File: config.mk
export PLATFORM = sky130hd
export DESIGN_NAME = struct_uflop_sched_flat
export DESIGN_NICKNAME = d
export VERILOG_FILES = /design/src/rtl/struct_uflop_sched_pkg.sv /design/src/rtl/struct_uflop_sched_if.sv /design/src/rtl/struct_uflop_core.sv /design/src/rtl/struct_uflop_sched.sv /design/src/flat_wrapper.sv
export SDC_FILE = /design/constraint.sdc
export NUM_CORES = 1
export LEC_CHECK = 0
export CORE_MARGIN = 2
export CORE_UTILIZATION = 50
export DETAILED_ROUTE_END_ITERATION = 7
export PLACE_DENSITY_LB_ADDON = 0.15
export SYNTH_ARGS = -nofsm -noshare
export SYNTH_HDL_FRONTEND = slang
export SYNTH_HIERARCHICAL = 1
export SYNTH_SLANG_ARGS = --single-unit
File: constraint.sdc
create_clock -name clk2 -period 6.65 [get_ports clk2]
set_input_delay 0.9975 -clock clk2 [delete_from_list [all_inputs] [get_ports clk2]]
set_output_delay 0.9975 -clock clk2 [all_outputs]
set_load 0.05 [all_outputs]
File: src/rtl/struct_uflop_sched_pkg.sv
// Shared types and helpers for the round-robin counter scheduler.
// Helpers work on MAX_NREQ-wide vectors so any NREQ up to 8 can use them.
package struct_uflop_sched_pkg;

    typedef enum logic {
        IDLE,
        LOCKED
    } state_t;

    localparam int unsigned MAX_NREQ  = 8;
    localparam int unsigned PTR_W_MAX = $clog2(MAX_NREQ);
    localparam int unsigned NW        = PTR_W_MAX + 1;

    typedef struct packed {
        logic                 found;
        logic [PTR_W_MAX-1:0] idx;
    } pick_t;

    function automatic int unsigned ptr_width(input int unsigned n);
        return (n > 1) ? $clog2(n) : 1;
    endfunction

    function automatic logic [MAX_NREQ-1:0] onehot(
        input logic [PTR_W_MAX-1:0] idx
    );
        logic [MAX_NREQ-1:0] v;
        v      = '0;
        v[idx] = 1'b1;
        return v;
    endfunction

    // First set bit of elig at or after ptr, wrapping modulo n.
    function automatic pick_t rr_pick(
        input logic [MAX_NREQ-1:0]  elig,
        input logic [PTR_W_MAX-1:0] ptr,
        input logic [NW-1:0]        n
    );
        pick_t         p;
        logic [NW-1:0] j;
        p = '0;
        for (int k = 0; k < MAX_NREQ; k++) begin
            j = {1'b0, ptr} + NW'(k);
            if (j >= n) begin
                j = j - n;
            end
            if ((NW'(k) < n) && !p.found && elig[j[PTR_W_MAX-1:0]]) begin
                p.found = 1'b1;
                p.idx   = j[PTR_W_MAX-1:0];
            end
        end
        return p;
    endfunction

endpackage

File: src/rtl/struct_uflop_sched_if.sv
// Requester-side bundle of the counter scheduler.
// master = requesters, slave = scheduler.
interface struct_uflop_sched_if #(
    parameter int unsigned NREQ  = 4,
    parameter int unsigned WIDTH = 3
);
    logic [NREQ-1:0]       req;
    logic [NREQ-1:0]       op_load;
    logic [NREQ*WIDTH-1:0] load_val;
    logic [NREQ-1:0]       lock;
    logic [NREQ-1:0]       gnt;
    logic [WIDTH-1:0]      out;
    logic                  out_valid;
    logic                  busy;

    modport master (
        output req, op_load, load_val, lock,
        input  gnt, out, out_valid, busy
    );

    modport slave (
        input  req, op_load, load_val, lock,
        output gnt, out, out_valid, busy
    );
endinterface

File: src/rtl/struct_uflop_core.sv
// Loadable wrapping up-counter shared by all requesters.
// Load takes priority over enable.
module struct_uflop_core #(
    parameter int unsigned WIDTH = 3
) (
    input  logic             clk2,
    input  logic             reset,
    input  logic             load,
    input  logic             enable,
    input  logic [WIDTH-1:0] a,
    output logic [WIDTH-1:0] out
);

    always_ff @(posedge clk2 or posedge reset) begin
        if (reset) begin
            out <= '0;
        end else if (load) begin
            out <= a;
        end else if (enable) begin
            out <= out + 1'b1;
        end
    end

endmodule

File: src/rtl/struct_uflop_sched.sv
// Round-robin scheduler for one shared counter, with bounded lock bursts.
// Grant and latched op are registered; the counter applies the op in the gnt cycle.
module struct_uflop_sched #(
    parameter int unsigned NREQ     = 4,
    parameter int unsigned WIDTH    = 3,
    parameter int unsigned MAX_LOCK = 8
) (
    input logic                 clk2,
    input logic                 reset,
    struct_uflop_sched_if.slave bus
);
    import struct_uflop_sched_pkg::*;

    localparam int unsigned   PW   = ptr_width(NREQ);
    localparam int unsigned   LW   = $clog2(MAX_LOCK + 1);
    localparam logic [LW-1:0] LMAX = LW'(MAX_LOCK);
    localparam logic [NW-1:0] NR   = NW'(NREQ);

    state_t              state;
    state_t              state_n;
    logic [PW-1:0]       rr_ptr;
    logic [PW-1:0]       ptr_n;
    logic [PW-1:0]       owner;
    logic [PW-1:0]       owner_n;
    logic [PW-1:0]       win;
    logic [LW-1:0]       lock_cnt;
    logic [LW-1:0]       cnt_n;
    logic [NREQ-1:0]     gnt_r;
    logic [NREQ-1:0]     gnt_n;
    logic [NREQ-1:0]     mask;
    logic [NREQ-1:0]     own_oh;
    logic [NREQ-1:0]     win_oh;
    logic [MAX_NREQ-1:0] elig;
    logic [MAX_NREQ-1:0] own_full;
    logic [MAX_NREQ-1:0] win_full;
    logic [NW-1:0]       inc;
    logic [NW-1:0]       nxt;
    logic                lat_load;
    logic                load_n;
    logic [WIDTH-1:0]    lat_val;
    logic [WIDTH-1:0]    val_n;
    logic                out_valid_r;
    logic                stay;
    logic                arb;
    logic                core_load;
    logic                core_en;
    logic                unused;
    pick_t               pick;

    assign own_full = onehot(PTR_W_MAX'(owner));
    assign own_oh   = own_full[NREQ-1:0];

    // The owner is masked whenever arbitration runs out of LOCKED.
    assign mask = gnt_r | ((state == LOCKED) ? own_oh : '0);
    assign elig = MAX_NREQ'(bus.req & ~mask);
    assign pick = rr_pick(elig, PTR_W_MAX'(rr_ptr), NR);

    assign win      = pick.idx[PW-1:0];
    assign win_full = onehot(pick.idx);
    assign win_oh   = win_full[NREQ-1:0];
    assign inc      = {1'b0, pick.idx} + NW'(1);
    assign nxt      = (inc >= NR) ? '0 : inc;

    assign stay = bus.req[owner] && bus.lock[owner] && (lock_cnt < LMAX);

    assign unused = ^{own_full, win_full, nxt, pick.idx};

    always_comb begin
        state_n = state;
        owner_n = owner;
        cnt_n   = lock_cnt;
        ptr_n   = rr_ptr;
        gnt_n   = '0;
        load_n  = lat_load;
        val_n   = lat_val;
        arb     = 1'b0;
        unique case (state)
            IDLE: begin
                arb = 1'b1;
            end
            LOCKED: begin
                if (stay) begin
                    gnt_n  = own_oh;
                    load_n = bus.op_load[owner];
                    val_n  = bus.load_val[owner*WIDTH +: WIDTH];
                    cnt_n  = lock_cnt + 1'b1;
                end else begin
                    state_n = IDLE;
                    cnt_n   = '0;
                    arb     = 1'b1;
                end
            end
        endcase
        if (arb && pick.found) begin
            gnt_n  = win_oh;
            load_n = bus.op_load[win];
            val_n  = bus.load_val[win*WIDTH +: WIDTH];
            ptr_n  = nxt[PW-1:0];
            if (bus.lock[win]) begin
                state_n = LOCKED;
                owner_n = win;
                cnt_n   = LW'(1);
            end
        end
    end

    always_ff @(posedge clk2 or posedge reset) begin
        if (reset) begin
            state       <= IDLE;
            owner       <= '0;
            lock_cnt    <= '0;
            rr_ptr      <= '0;
            gnt_r       <= '0;
            lat_load    <= 1'b0;
            lat_val     <= '0;
            out_valid_r <= 1'b0;
        end else begin
            state       <= state_n;
            owner       <= owner_n;
            lock_cnt    <= cnt_n;
            rr_ptr      <= ptr_n;
            gnt_r       <= gnt_n;
            lat_load    <= load_n;
            lat_val     <= val_n;
            out_valid_r <= |gnt_r;
        end
    end

    assign core_load = (|gnt_r) & lat_load;
    assign core_en   = (|gnt_r) & ~lat_load;

    struct_uflop_core #(
        .WIDTH(WIDTH)
    ) u_core (
        .clk2  (clk2),
        .reset (reset),
        .load  (core_load),
        .enable(core_en),
        .a     (lat_val),
        .out   (bus.out)
    );

    assign bus.gnt       = gnt_r;
    assign bus.out_valid = out_valid_r;
    assign bus.busy      = (state == LOCKED);

endmodule

File: src/flat_wrapper.sv
// flat-port wrapper written by rule: the top's interface ports become plain ports
module struct_uflop_sched_flat import struct_uflop_sched_pkg::*;
#(
    parameter int unsigned NREQ     = 4,
    parameter int unsigned WIDTH    = 3,
    parameter int unsigned MAX_LOCK = 8
)
  (clk2, reset, bus_req, bus_op_load, bus_load_val, bus_lock, bus_gnt, bus_out, bus_out_valid, bus_busy);
  struct_uflop_sched_if #(.NREQ(NREQ), .WIDTH(WIDTH)) bus_i ();
  input logic clk2;
  input logic reset;
  input wire logic [$bits(bus_i.req)-1:0] bus_req;
  input wire logic [$bits(bus_i.op_load)-1:0] bus_op_load;
  input wire logic [$bits(bus_i.load_val)-1:0] bus_load_val;
  input wire logic [$bits(bus_i.lock)-1:0] bus_lock;
  output wire logic [$bits(bus_i.gnt)-1:0] bus_gnt;
  output wire logic [$bits(bus_i.out)-1:0] bus_out;
  output wire logic [$bits(bus_i.out_valid)-1:0] bus_out_valid;
  output wire logic [$bits(bus_i.busy)-1:0] bus_busy;
  assign bus_i.req = bus_req;
  assign bus_i.op_load = bus_op_load;
  assign bus_i.load_val = bus_load_val;
  assign bus_i.lock = bus_lock;
  assign bus_gnt = bus_i.gnt;
  assign bus_out = bus_i.out;
  assign bus_out_valid = bus_i.out_valid;
  assign bus_busy = bus_i.busy;
  struct_uflop_sched #(.NREQ(NREQ), .WIDTH(WIDTH), .MAX_LOCK(MAX_LOCK)) u_core (.clk2(clk2), .reset(reset), .bus(bus_i));
endmodule
# Word level (Yosys, flattened, before mapping)
# Cells that the tools add are included.
[op_classes] add_sub_neg=10 n_mul=2 magnitude_cmp=16 shift=2 muxes=53 bitwise_logic=7 n_reduce_logical=17
[ops] operator="2-to-1 mux 4 bit" count=12
[ops] operator="2-to-1 mux 3 bit" count=9
[ops] operator="indexed part select 12 x 5 -> 3 bit" count=2
[ops] operator="less-than comparator 3 x 4 -> 1 bit (second input constant)" count=5
[ops] operator="2-to-1 mux 1 bit" count=19
[ops] operator=">= comparator 4 x 3 -> 1 bit (second input constant)" count=4
[ops] operator="binary-select mux 1 bit (select 3 bit)" count=4
[ops] operator="binary-select mux 1 bit (select 2 bit)" count=5
[ops] operator="subtractor 3 bit (second input constant)" count=3
[ops] operator="AND 4 x 8 -> 8 bit" count=1
[ops] operator="logical AND 1 bit" count=8
[ops] operator="multiplier 2 x 2 -> 4 bit (second input constant)" count=2
[ops] operator="NOT 4 -> 8 bit" count=1
[ops] operator="adder 2 x 2 -> 3 bit (second input constant)" count=2
[ops] operator="less-than comparator 2 x 3 -> 1 bit (second input constant)" count=2
[ops] operator="nonzero test 2 bit" count=3
[ops] operator="adder 3 x 1 -> 4 bit (second input constant)" count=1
[ops] operator="adder 4 x 1 -> 4 bit (second input constant)" count=1
[ops] operator="less-than comparator 2 x 4 -> 1 bit (second input constant)" count=1
[ops] operator="less-than comparator 4 bit (second input constant)" count=1
[ops] operator="bitwise OR 4 bit" count=1
[ops] operator="AND reduction 2 bit" count=2
[ops] operator="OR reduction 4 bit" count=1
[ops] operator="adder 2 x 1 -> 3 bit (second input constant)" count=1
[ops] operator="12 further kinds" count=16
[totals] ff_bits=21 in_bits=26 out_inout_bits=9 elab_cells=116

# Depth between registers and ports, before layout
# Gate-level depths: netlist of run 1.
[logic_depth] ltp_word=25 depth_mapped=12 ltp_nobuf=11

# Modules after synthesis
# The synthesis of run 1 kept the hierarchy.
[by_module_without_submodules] module="struct_uflop_sched" instances=1 cells_each=169 area_per_inst_um2=1599.0 seq_area_each_um2=450.4
[by_module_without_submodules] module="struct_uflop_core" instances=1 cells_each=15 area_per_inst_um2=157.7 seq_area_each_um2=75.1

# Worst setup path after synthesis of run 1
# Ideal clock, no wire load.
[synth_path] kind="input to register" start="input port bus_req[0]" end="register u_core.rr_ptr[0]" setup_time_ns=0.090 arrival_ns=3.281 setup_slack_ns=3.279 stages=9 path_cell_list="or2b_1 nor2_1 mux4_2 a21o_4 o32ai_2 inv_2 ha_1 or4_1 o221ai_1"
[synth_lines] element="start: declaration" line="flat_wrapper.sv:12" text="input wire logic [$bits(bus_i.req)-1:0] bus_req;"
[synth_lines] element="end signal: assignment" line="struct_uflop_sched.sv:121" text="rr_ptr <= ptr_n;"
[synth_lines] element="end: declaration" line="struct_uflop_sched.sv:21" text="logic [PW-1:0] rr_ptr;"

==> summary.md, run 1 <==
| Metric | Value |
|---|---|
| Starting Density | 0.522 |
| FF+latch count, synth | 21 |
| CTS Root Cell | clkbuf_4 |
| Reg area | 526 um2 |
| Final setup viols | 0 |
| Ranking of synthesized cells by area | dfrtp_1, ha_1, nand2_1, mux2i_1, mux4_1 |
| Worst Path Max Fanout | 17 |
| Multi-input logic area | 0.00112 mm2 |
| Clock Skews | 0.00813 ns |
| Share of layout cells above drive strength 1 | 0.131 |
| Vias per inst | 6.16 |
| Slack of the critical path | 2.62 ns |
| Final wirelength | 4350 um |
| Register clock-pin slew on the reported worst setup and hold paths | 0.11 ns |
| Worst slew margin | 0.553 |
| Clock tree sinks | 21 |
| Synth Area per Inst | 9.55 um2 |
| Crit path required time | 6.87 ns |
| Clock Latency Late Sink | 0.30 ns |
| CP Class | register to register |
| Drt initial violations | 84 |
| Startpoint Class | register |
| Most common cell after layout, fill and taps aside | clkdlybuf4s50_1 |
| Commonest cells after routing, fill and taps aside | clkdlybuf4s50_1, nand2_1, dfrtp_1 |
| DR WL/cell | 16.7 um |
| Syn Std Cell Area | 0.00176 mm2 |
| GPL Wtd Cong | 0.818 |
| Yosys Warn Count | 6 |
| Ys async rst share | 1.00 |
| Largest net degree at the start of global routing | 19 |
| DR DRC count | 0 |
| Post-CTS Setup Inserts | 0 |
| RSZ-0062 raised after global routing | no |
| Initial antenna violation count | 0 |
| Number of global-route vias before repair | 1505 |
| Top_reg_cell synth | dfrtp_1 |
| Slowest stage delay, CP | 0.71 ns |
| HP Class | register to register |
| Max-cap violations | 0 |
| Most used cell along the critical path | ha_1 |
| Max Clock Freq | 0.248 GHz |
| Met2 Use GR | 0.384 |
| Max Root-Sink Buffers | 2 |
| DR vias | 1601 |
| CTS tree | done |
| Post-route ant nets | 0 |
| IO Pins | 35 |
| Setup TNS | 0 ns |
| GRT Total Usage | 0.224 |
| Reg2reg start | u_core/rr_ptr[0]$_DFFE_PP0N_ |
| Post-synth EDFFs | 0 |
| Nets | 249 |
| Port Buffer Count | 34 |
| Worst Setup SP | u_core/rr_ptr[0]$_DFFE_PP0N_ |
| Die span in y | 63.3 um |
| R2R depth | 9 |
| FILL cells | 289 |
| Sequential fraction of the synthesis area | 0.299 |
| Post-synth cell types | 63 |
| Placed cell area | 0.00208 mm2 |
| Grt ovf | 0 |
| Post-Synthesis Cells | 184 |
| CTS buffer count | 3 |
| Final period demand of the worst path | 4.03 ns |
| Count of final hold-check violations | 0 |
| Area delta synth->final | 19.9% |
| Antenna cells | 0 |
| Grt peak-use layer | met2 |
| Die W | 63.3 um |
| Post-route cell area | 0.00211 mm2 |
| Core area | 0.00336 mm2 |
| Crit end category | register |
| CP arrival | 4.25 ns |
| WHS Path Cells | 2 |
| Crit path depth | 9 |
| Worst-margin pin slew | 0.670 ns |
| Tcrit/Tclk final | 0.605 |
| CP delay by family, top | compound AO/OA/AOI/OAI gates |
| Largest area contributor in the netlist | dfrtp_1 |
| Outcome | completed |
| H-tree Lvls | 1 |
| HP Start | u_core/lat_val[1]$_DFFE_PP0P_ |
| Final HPWL DP | 3510 um |
| Global-route wire length before repair | 7130 um |
| Drt first pass iters | 4 |
| Place WS | 2.53 ns |
| Cts hold-fix bufs | 0 |
| Post-synth top area share | 0.299 |
| Crit-path cells | inv_1 -> ha_1 -> mux4_2 -> a21o_4 -> o32ai_2 -> inv_2 -> ha_1 -> or4_1 -> o221ai_1 |
| Post-CTS sizing | 0 |
| CP max-delay cell | dfrtp_1 |
| Die ar. | 0.00400 mm2 |
| Fin util | 0.626 |
| GRT met1 Usage | 0.297 |
| CP bufs+invs | 2 |
| Site Rows | 21 |
| Max-slew violations | 0 |
| Grt met3 use | 0.0411 |
| Synthesized Nets | 218 |
[flip-flops by register name, indices dropped and copies added (netlist names)]
name and flops:
u_core/bus.gnt 4, u_core/owner 2, u_core/u_core/out 3, u_core/bus.busy 1
u_core/lat_val 3, u_core/lat_load 1, u_core/lock_cnt 4, u_core/bus.out_valid 1
u_core/rr_ptr 2
[per-layer routing]
layer / vias to the layer above / share of wire
li1: 759 / -
met1: 767 / 0.43
met2: 71 / 0.48
met3: 4 / 0.080
met4: 0 / 0.0090
met5: - / 0
[through the flow]
| step | hold WS (ns) | std cells |
|---|---|---|
| final | 0.517 | 260 |
| after global routing | 0.552 | 260 |
| after CTS | 0.527 | 260 |
| after detailed placement | 0.496 | 256 |
| after global placement | 0.485 | 256 |
| after floorplan | 0.453 | 184 |
[final timing paths]
| kind | endpoint | slack (ns) |
|---|---|---|
| min reg2reg | u_core/u_core/out[1]$_DFFE_PP0P_ | 0.52 |
| min in group asynchronous | u_core/u_core/out[2]$_DFFE_PP0P_ | 0.90 |
| max | u_core/rr_ptr[0]$_DFFE_PP0N_ | 2.62 |
| min | u_core/u_core/out[1]$_DFFE_PP0P_ | 0.52 |
| max in group asynchronous | u_core/lat_val[1]$_DFFE_PP0P_ | 5.10 |
| max reg2reg | u_core/rr_ptr[0]$_DFFE_PP0N_ | 2.62 |
[cells by family (layout without fill, tap and decap cells)]
family,count (synthesis),in the layout,synth area share
muxes,17,17,0.136
DFF,21,21,0.299
AOI/OAI and AO/OA,51,51,0.214
and+or+nand+nor,68,68,0.225
xor gates and xnor gates,1,1,0.00499
buffers and inverters,18,48,0.0641
adders and majority gates,8,8,0.0570
[layout make-up]
cell class / count / share of cell area
multi-input cells: 145 / 0.531
flip-flops and latches: 21 / 0.250
repair buffers: 34 / 0.162
well taps: 46 / 0.0273
inverters: 10 / 0.0178
clock buffers: 4 / 0.0125
[cell usage after synthesis (2+ instances only)]
library cell,count
nand3_1,3
o21ai_0,9
ha_1,8
nand3b_1,2
mux4_2,2
nor3_1,4
mux2_1,2
nor3b_1,3
o2bb2ai_1,2
o211ai_1,3
or3b_2,2
o31ai_1,2
nor2_1,6
nor2b_1,2
a22oi_1,2
mux4_1,2
or3_2,3
a21oi_1,10
mux2i_1,7
o32ai_1,2
inv_2,2
mux2_2,3
and2_1,4
and3b_1,2
o22ai_1,5
buf_6,4
dfrtp_1,21
or3_1,2
inv_1,8
nand2_1,22
o21a_1,2
a221oi_1,2
[worst register-to-register path, stage by stage (launching register included)]
cell and delay, ns:
dfrtp_1 0.71, inv_1 0.30, ha_1 0.48, mux4_2 0.62, a21o_4 0.24, o32ai_2 0.52
inv_2 0.17, ha_1 0.27, or4_1 0.54, o221ai_1 0.09
Power of run 1 is not shown: default switching activity piles up to over one toggle a cycle in this logic, so the estimate is an artifact.
==> run 2, diff against run 1 <==
clock period = 3.8 ns   (was 6.65 ns; I/O delays follow)
==> run 2 against run 1 <==
Global-route usage is 1.2 points higher; wire length is 1.5% higher; largest cell class unchanged; clock skew fell by 0.0011 ns; maximum frequency increased by 18%; cell count grew 1.9%; register-to-register slack lost 2.2 ns; utilization is 1.2 points higher; critical path type unchanged; critical endpoint is now u_core/owner[0]$_DFFE_PP0P_; worst setup slack got worse by 2.2 ns.
==> summary.md, run 2 (same netlist as run 1, synthesis figures left out) <==
| Metric | Value |
|---|---|
| Number of global-route vias before repair | 1574 (+4.6%) |
| Fin util | 0.638 (+0.0115) |
| Die span in y | 63.3 um (unchanged) |
| Startpoint Class | register |
| Starting Density | 0.522 (unchanged) |
| Clock Skews | 0.00706 ns (-0.00107 ns) |
| Max-slew violations | 0 (unchanged) |
| DR vias | 1574 (-1.7%) |
| CP Class | register to register |
| Die W | 63.3 um (unchanged) |
| Max Clock Freq | 0.294 GHz (+18%) |
| Drt first pass iters | 4 (unchanged) |
| Worst-margin pin slew | 0.668 ns (-0.00201 ns) |
| Drt initial violations | 100 (+19%) |
| Worst slew margin | 0.554 (+0.00134) |
| GPL Wtd Cong | 0.881 (+7.7%) |
| Max Root-Sink Buffers | 2 (unchanged) |
| Count of final hold-check violations | 0 (unchanged) |
| Worst Path Max Fanout | 12 (-5) |
| Vias per inst | 5.94 (-3.5%) |
| Nets | 254 (+2.0%) |
| Post-CTS Setup Inserts | 0 (unchanged) |
| Die ar. | 0.00400 mm2 (unchanged) |
| Cts hold-fix bufs | 0 (unchanged) |
| H-tree Lvls | 1 (unchanged) |
| CTS buffer count | 3 (unchanged) |
| Global-route wire length before repair | 7500 um (+5.2%) |
| Max-cap violations | 0 (unchanged) |
| GRT Total Usage | 0.236 (+0.0125) |
| Final wirelength | 4410 um (+1.5%) |
| Clock tree sinks | 21 (unchanged) |
| Final period demand of the worst path | 3.41 ns (-0.620 ns) |
| Site Rows | 21 (unchanged) |
| Area delta synth->final | 22.1% |
| Crit path required time | 4.01 ns (-2.86 ns) |
| Post-CTS sizing | 0 (unchanged) |
| Final setup viols | 0 (unchanged) |
| Commonest cells after routing, fill and taps aside | clkdlybuf4s50_1, nand2_1, dfrtp_1 |
| HP Class | input port to asynchronous set/reset pin |
| Register clock-pin slew on the reported worst setup and hold paths | 0.12 ns (about the same) |
| Share of layout cells above drive strength 1 | 0.155 (+0.0244) |
| Port Buffer Count | 34 (unchanged) |
| CP arrival | 3.61 ns (-0.64 ns) |
| Post-route ant nets | 0 (unchanged) |
| Initial antenna violation count | 0 (unchanged) |
| Tcrit/Tclk final | 0.896 (+0.291) |
| Antenna cells | 0 (unchanged) |
| DR WL/cell | 16.7 um (-0.40%) |
| DR DRC count | 0 (unchanged) |
| Final HPWL DP | 3570 um (+1.9%) |
| Most common cell after layout, fill and taps aside | clkdlybuf4s50_1 |
| Outcome | completed |
| CTS tree | done |
| IO Pins | 35 (unchanged) |
| Setup TNS | 0 ns (unchanged) |
| RSZ-0062 raised after global routing | no |
| CTS Root Cell | clkbuf_4 |
| Largest net degree at the start of global routing | 19 (unchanged) |
| Grt ovf | 0 (unchanged) |
| Core area | 0.00336 mm2 (unchanged) |
| Clock Latency Late Sink | 0.31 ns (about the same) |
| Crit end category | register |
-- run 2: cell types whose count changed in the layout (fill, tap and decap cells not counted) --
| cell | previous run | this run |
|---|---|---|
| clkbuf_1 | 1 | 0 |
| buf_4 | 0 | 5 |
| clkinv_2 | 0 | 1 |
-- run 2: cell type report --
class                           count  area, um2
Clock buffer                        3       22.5
Clock inverter                      1       5.00
Fill cell                         294       1220
Inverter                           10       37.5
Multi-Input combinational cell    145       1120
Sequential cell                    21        526
Tap cell                           46       57.6
Timing Repair Buffer               39        378
-- run 2: worst max-delay path, stage by stage, from the launching register on --
cell	delay, ns
dfrtp_1	0.63
nand3_1	0.21
and3b_4	0.25
mux4_1	0.63
a31oi_1	0.18
nor2_1	0.09
nor2_2	0.26
mux2_2	0.40
o211ai_2	0.28
mux2_2	0.37
-- run 2: path summary, 6_finish.rpt --
kind	from	end	cells past startpoint	slack (ns)
max reg2reg	u_core/owner[0]$_DFFE_PP0P_	u_core/owner[0]$_DFFE_PP0P_	9	0.39
min in group clk2	u_core/lat_val[1]$_DFFE_PP0P_	u_core/u_core/out[1]$_DFFE_PP0P_	2	0.54
min reg2reg	u_core/lat_val[1]$_DFFE_PP0P_	u_core/u_core/out[1]$_DFFE_PP0P_	2	0.54
max in group asynchronous	reset	u_core/bus.gnt[3]$_DFF_PP0_	2	2.70
min	reset	u_core/u_core/out[1]$_DFFE_PP0P_	2	0.45
max	u_core/owner[0]$_DFFE_PP0P_	u_core/owner[0]$_DFFE_PP0P_	9	0.39
-- run 2: metal layers --
layer / vias up / wire length [um] / global-route usage
met1: 756 / 1950 / 0.308
li1: 762 / - / -
met3: 4 / 254 / 0.0554
met5: - / 0 / 0
met4: 0 / 33 / 0.0408
met2: 52 / 2170 / 0.406
-- run 2: stage by stage --
| stage | setup slack (ns) | instances | cell area (um2) | hold WS (ns) |
|---|---|---|---|---|
| 6_report | 0.394 | 265 | 2140 | 0.446 |
| 4_1_cts | 0.415 | 265 | 2140 | 0.446 |
| 5_1_grt | 0.146 | 265 | 2140 | 0.463 |
| 3_5_place_dp | 0.181 | 261 | 2120 | 0.500 |
| 2_1_floorplan | 0.497 | 184 | 1760 | 0.324 |
| 3_3_place_gp | 0.335 | 261 | 2120 | 0.486 |
Power of run 2 is left out for the same reason.
